**config.mk**
```make
export PLATFORM = sky130hd
export DESIGN_NAME = controlador_varredura
export DESIGN_NICKNAME = d
export VERILOG_FILES = /design/src/rtl/controlador_varredura_pkg.sv /design/src/rtl/teste_triangulo.sv /design/src/rtl/controlador_varredura.sv
export SDC_FILE = /design/constraint.sdc
export NUM_CORES = 2
export LEC_CHECK = 0
export CAP_MARGIN = 40
export CELL_PAD_IN_SITES_DETAIL_PLACEMENT = 1
export CELL_PAD_IN_SITES_GLOBAL_PLACEMENT = 2
export CORE_AREA = 2 2 240 419
export CTS_BUF_LIST = sky130_fd_sc_hd__clkbuf_16
export DETAILED_ROUTE_END_ITERATION = 10
export DIE_AREA = 0 0 242 421
export PLACE_DENSITY = 0.88
export REMOVE_ABC_BUFFERS = 1
export SLEW_MARGIN = 10
export SYNTH_ARGS = -nofsm -noshare
export SYNTH_HDL_FRONTEND = slang
export SYNTH_SLANG_ARGS = --single-unit
```
**constraint.sdc**
```tcl
create_clock -name clk -period 28 [get_ports clk]
set_input_delay 4.2 -clock clk [delete_from_list [all_inputs] [get_ports clk]]
set_output_delay 4.2 -clock clk [all_outputs]
set_load 0.005 [all_outputs]
```
**src/rtl/controlador_varredura_pkg.sv**
```systemverilog
// Shared definitions for the scan controller: FSM encoding, default widths
// and the position of each vertex field inside a packed triangle record.
package controlador_varredura_pkg;

    localparam int LARG_COORD = 11;
    localparam int LARG_END   = 4;
    localparam int N_CAMPOS   = 6;
    localparam int LARG_TRI   = N_CAMPOS * LARG_COORD;

    // Field index inside the record; bit offset = index * coordinate width.
    localparam int CAMPO_P1X = 0;
    localparam int CAMPO_P1Y = 1;
    localparam int CAMPO_P2X = 2;
    localparam int CAMPO_P2Y = 3;
    localparam int CAMPO_P3X = 4;
    localparam int CAMPO_P3Y = 5;

    typedef enum logic [1:0] {
        OCIOSO  = 2'd0,
        TESTA   = 2'd1,
        ENTREGA = 2'd2,
        FIM     = 2'd3
    } estado_t;

    function automatic int ofs_campo(input int campo, input int largura_coord);
        return campo * largura_coord;
    endfunction

endpackage

```
**src/rtl/teste_triangulo.sv**
```systemverilog
// Combinational point-in-triangle test: the point is inside when the three
// edge orientation signs agree.
module teste_triangulo #(
    parameter int COORD_W = 11
) (
    input  logic [COORD_W-1:0] px,
    input  logic [COORD_W-1:0] py,
    input  logic [COORD_W-1:0] v1x,
    input  logic [COORD_W-1:0] v1y,
    input  logic [COORD_W-1:0] v2x,
    input  logic [COORD_W-1:0] v2y,
    input  logic [COORD_W-1:0] v3x,
    input  logic [COORD_W-1:0] v3y,
    output logic               dentro
);

    localparam int DW = COORD_W + 1;
    localparam int MW = 2 * DW;

    // Coordinates are unsigned; one extra bit keeps differences exact.
    function automatic logic lado(
        input logic [COORD_W-1:0] ax, input logic [COORD_W-1:0] ay,
        input logic [COORD_W-1:0] bx, input logic [COORD_W-1:0] by,
        input logic [COORD_W-1:0] cx, input logic [COORD_W-1:0] cy
    );
        logic signed [DW-1:0] d_acx, d_bcy, d_bcx, d_acy;
        logic signed [MW-1:0] m1, m2;
        d_acx = $signed({1'b0, ax}) - $signed({1'b0, cx});
        d_bcy = $signed({1'b0, by}) - $signed({1'b0, cy});
        d_bcx = $signed({1'b0, bx}) - $signed({1'b0, cx});
        d_acy = $signed({1'b0, ay}) - $signed({1'b0, cy});
        m1 = MW'(d_acx) * MW'(d_bcy);
        m2 = MW'(d_bcx) * MW'(d_acy);
        return m1 < m2;
    endfunction

    logic s1, s2, s3;

    always_comb begin
        s1 = lado(px, py, v1x, v1y, v2x, v2y);
        s2 = lado(px, py, v2x, v2y, v3x, v3y);
        s3 = lado(px, py, v3x, v3y, v1x, v1y);
        dentro = (s1 == s2) && (s2 == s3);
    end

endmodule

```
**src/rtl/controlador_varredura.sv**
```systemverilog
// Raster scan controller: for each pixel walks the triangle ROM until the
// first hit (or the end of the list) and hands the colour downstream.
module controlador_varredura
    import controlador_varredura_pkg::*;
#(
    parameter int COORD_W = LARG_COORD,
    parameter int ADDR_W  = LARG_END
) (
    input  logic                         clk,
    input  logic                         rst,
    input  logic                         inicio,
    input  logic [COORD_W-1:0]           largura,
    input  logic [COORD_W-1:0]           altura,
    output logic [ADDR_W-1:0]            rom_endereco,
    input  logic [N_CAMPOS*COORD_W-1:0]  rom_triangulo,
    input  logic [ADDR_W-1:0]            rom_qtde,
    output logic [COORD_W-1:0]           pix_x,
    output logic [COORD_W-1:0]           pix_y,
    output logic                         pix_cor,
    output logic                         pix_valido,
    input  logic                         pix_pronto,
    output logic                         ocupado,
    output logic                         concluido
);

    estado_t            estado;
    logic [COORD_W-1:0] larg_r;
    logic [COORD_W-1:0] alt_r;
    logic               acerto;
    logic               ultimo_x;
    logic               ultimo_y;

    teste_triangulo #(.COORD_W(COORD_W)) u_teste (
        .px     (pix_x),
        .py     (pix_y),
        .v1x    (rom_triangulo[ofs_campo(CAMPO_P1X, COORD_W) +: COORD_W]),
        .v1y    (rom_triangulo[ofs_campo(CAMPO_P1Y, COORD_W) +: COORD_W]),
        .v2x    (rom_triangulo[ofs_campo(CAMPO_P2X, COORD_W) +: COORD_W]),
        .v2y    (rom_triangulo[ofs_campo(CAMPO_P2Y, COORD_W) +: COORD_W]),
        .v3x    (rom_triangulo[ofs_campo(CAMPO_P3X, COORD_W) +: COORD_W]),
        .v3y    (rom_triangulo[ofs_campo(CAMPO_P3Y, COORD_W) +: COORD_W]),
        .dentro (acerto)
    );

    assign ultimo_x = (pix_x == larg_r - COORD_W'(1));
    assign ultimo_y = (pix_y == alt_r - COORD_W'(1));

    // Valid/ready: a pixel transfers on a cycle where pix_valido and
    // pix_pronto are both high; pix_valido never drops before that cycle and
    // pix_x/pix_y/pix_cor stay frozen while it waits.
    always_ff @(posedge clk) begin
        if (rst) begin
            estado       <= OCIOSO;
            rom_endereco <= '0;
            pix_x        <= '0;
            pix_y        <= '0;
            pix_cor      <= 1'b0;
            pix_valido   <= 1'b0;
            ocupado      <= 1'b0;
            concluido    <= 1'b0;
            larg_r       <= '0;
            alt_r        <= '0;
        end else begin
            case (estado)
                OCIOSO: begin
                    if (inicio) begin
                        larg_r       <= largura;
                        alt_r        <= altura;
                        pix_x        <= '0;
                        pix_y        <= '0;
                        pix_cor      <= 1'b0;
                        rom_endereco <= '0;
                        ocupado      <= 1'b1;
                        if (largura == '0 || altura == '0) begin
                            estado    <= FIM;
                            concluido <= 1'b1;
                        end else begin
                            estado <= TESTA;
                        end
                    end
                end
                TESTA: begin
                    if (rom_endereco >= rom_qtde) begin
                        pix_cor    <= 1'b0;
                        pix_valido <= 1'b1;
                        estado     <= ENTREGA;
                    end else if (acerto) begin
                        pix_cor    <= 1'b1;
                        pix_valido <= 1'b1;
                        estado     <= ENTREGA;
                    end else begin
                        rom_endereco <= rom_endereco + ADDR_W'(1);
                    end
                end
                ENTREGA: begin
                    if (pix_pronto) begin
                        pix_valido <= 1'b0;
                        if (ultimo_x) begin
                            pix_x <= '0;
                            pix_y <= pix_y + COORD_W'(1);
                        end else begin
                            pix_x <= pix_x + COORD_W'(1);
                        end
                        if (ultimo_x && ultimo_y) begin
                            estado    <= FIM;
                            concluido <= 1'b1;
                        end else begin
                            estado       <= TESTA;
                            rom_endereco <= '0;
                        end
                    end
                end
                FIM: begin
                    concluido <= 1'b0;
                    ocupado   <= 1'b0;
                    estado    <= OCIOSO;
                end
                default: begin
                    estado <= OCIOSO;
                end
            endcase
        end
    end

endmodule

```
==> flow_summary.toml <==
[run_status]
status = "complete, no violations"

[clocking]
path_clk_slew_ns = 0.07
htreeDepth = 2
cts_resized = 0
cts_tree = "built"
hold_buffers = 0
cts_buffer_depth = 2
clock_latency_ns = 0.30
numCtsBuffers = 5
cts.sinks = 54
post_cts_buffers = 0
cts-root-buf = "clkbuf_16"

[synth]
synth_edf_count = 0
synth_top_area_frac = 0.393
avgSynthCellArea_um2 = 8.28
synth_warnings = 0
ys_seq_area_frac = 0.0251
postSynthCellCount = 5201
synth.top_cells.by_area = "fa_1 (39%), ha_1 (15%), inv_1 (11%)"
synthesis.area_mm2 = 0.0431
ys_ff_latch = 54
synth.top_cells.by_count = "inv_1 (1,212), fa_1 (846), nand2_1 (631)"
synth_most_common_cell = "inv_1"
synth_top_area_cell = "fa_1"
synthFlopType = "dfxtp_1"
synth-async-reset-ratio = 0
yosysUniqueCellTypes = 73

[worst_setup_path]
slowest_delay_ns = 0.67
cp.buffers_inverters = 6
startpoint_type = "primary input"
worstSetupEndpointType = "flop"
crit_family = "adder cells"
required_ns = 28.19
crit_type = "in -> reg"
path_max_fanout = 11
cpMaxStageDelayCell = "clkdlybuf4s50_1"
worstPathArrival_ns = 15.28
path_common_cell = "fa_1"

[floorplan]
start_util = 0.436
coreArea_mm2 = 0.0988
dieHeight_um = 421
dieArea_mm2 = 0.102
io_pins = 126
fp.dieW_um = 242
std_cell_rows = 153

[finish]
drive_above_1_share = 0.0333
finalNetCount = 6739
layoutNonFillerInstCount = 6607
syn_to_final_growth_pct = 8.00

[min_path]
min_path_type = "reg -> reg"

[place]
pre_cts_ws_ns = 12.52
portBuffers = 125
dp.cells = 6592
place_congestion = 0.904
post-dp-hpwl_mm = 126

[grt]
grt_use_met2 = 0.570
grt_max_degree = 41
gr-usage-met1 = 0.283
grt-ovfl-total = 0
grt_use_total = 0.284
antenna_found_initial = 13
gr-max-usage-layer = "met2"
use_met3 = 0.0174
grt_pass1_wl_mm = 224
grt_pass1_vias = 41100

[timing]
fin_crit_ns = 15.09
fin_ws_ns = 12.91
relSlewSlack = 0.387
setup_viol = 0
rsz0062_at_grt = "no"
tightest_slew_ns = 0.915
tns_ns = 0
finalCritPeriodShare = 0.539
clock.fmax_ghz = 0.0663
finalMaxSlewViolations = 0
finClkSkew_ns = 0.00531
hold_violations = 0
whs_ns = 0.475

[routing]
ant_nets = 0
avgViaCountPerCell = 5.41
finalWirelength_mm = 142
num_vias = 35700
post-route-drc-count = 0
firstDrtPassIters = 5
wire_per_inst_um = 21.5
drtIter0Drc = 1316

[run]
drv_cap = 0
## kinds of logic (layout without fill, tap and decap cells)
kind of cell    count (synthesis)  after routing  share of synthesized area
mux                            17             17                    0.00398
xor+xnor                      251            251                     0.0510
other cells                     0              8                          0
compound gates                570            570                     0.0843
fa+ha+maj                    1361           1361                      0.543
flops                          54             54                     0.0251
buf+inv                      1377           1458                      0.120
simple gates                 1571           1571                      0.173
## tightest hold or removal path: stages, from the launching register on
cell and delay (ns):
dfxtp_1 0.32, nand2_1 0.06, a21oi_1 0.05
## cell type report
| class | instances | area (um^2) |
|---|---|---|
| Fill cell | 12100 | 52300 |
| Multi-Input combinational cell | 3770 | 36900 |
| Inverter | 1212 | 4550 |
| Timing Repair Buffer | 239 | 2150 |
| Tap cell | 1317 | 1650 |
| Sequential cell | 54 | 1080 |
| Clock buffer | 5 | 125 |
| Antenna cell | 8 | 20.0 |
| Clock inverter | 2 | 11.3 |
## placed cells by master (no fill, tap or decap), types with 9 or more instances in the layout
cell	n
inv_1	1213
fa_1	846
nand2_1	631
ha_1	515
nor2_1	297
a21oi_1	197
xnor2_1	152
and2_1	137
clkdlybuf4s50_1	125
o21ai_0	114
buf_4	104
nor2b_1	103
nand2b_1	101
xor2_1	87
nor3_1	79
a21o_1	61
nand3_1	58
dfxtp_1	54
and3_1	37
or3_1	22
a21boi_0	22
nor4_1	21
a211oi_1	21
nand4_1	20
mux2i_1	16
or2_2	15
o21a_1	15
a31oi_1	14
o21bai_1	14
o31a_1	11
o211ai_1	10
nand3b_1	10
xnor2_2	10
a31o_2	9
## worst paths after layout
kind	from	endpoint	slack, ns	cells after the start
setup / recovery	rom_triangulo[44]	rom_endereco[0]$_SDFFE_PP0P_	12.91	40
hold / removal	alt_r[10]$_SDFFE_PP0P_	alt_r[10]$_SDFFE_PP0P_	0.47	2
setup reg to reg	pix_y[0]$_SDFFE_PP0P_	rom_endereco[0]$_SDFFE_PP0P_	16.84	38
hold reg to reg	alt_r[10]$_SDFFE_PP0P_	alt_r[10]$_SDFFE_PP0P_	0.47	2
## metrics by stage
step / utilization / instance area, um^2
final: 0.471 / 46500
after global routing: 0.471 / 46500
after CTS: 0.471 / 46500
after detailed placement: 0.469 / 46400
after global placement: 0.467 / 46100
after floorplan: - / 42500
## layer usage
layer | vias up | wire length, um
li1 | 16100 | -
met1 | 18500 | 48100
met2 | 715 | 80100
met3 | 380 | 3580
met4 | 12 | 10000
met5 | - | 88
## flip-flops by register name, summed over array words and instances, names as in the netlist
name	count
pix_y	11
ocupado	1
pix_valido	1
estado	2
rom_endereco	4
pix_x	11
alt_r	11
pix_cor	1
concluido	1
larg_r	11
Power is not shown: default switching activity piles up to over one toggle a cycle in this logic, so the estimate is an artifact.
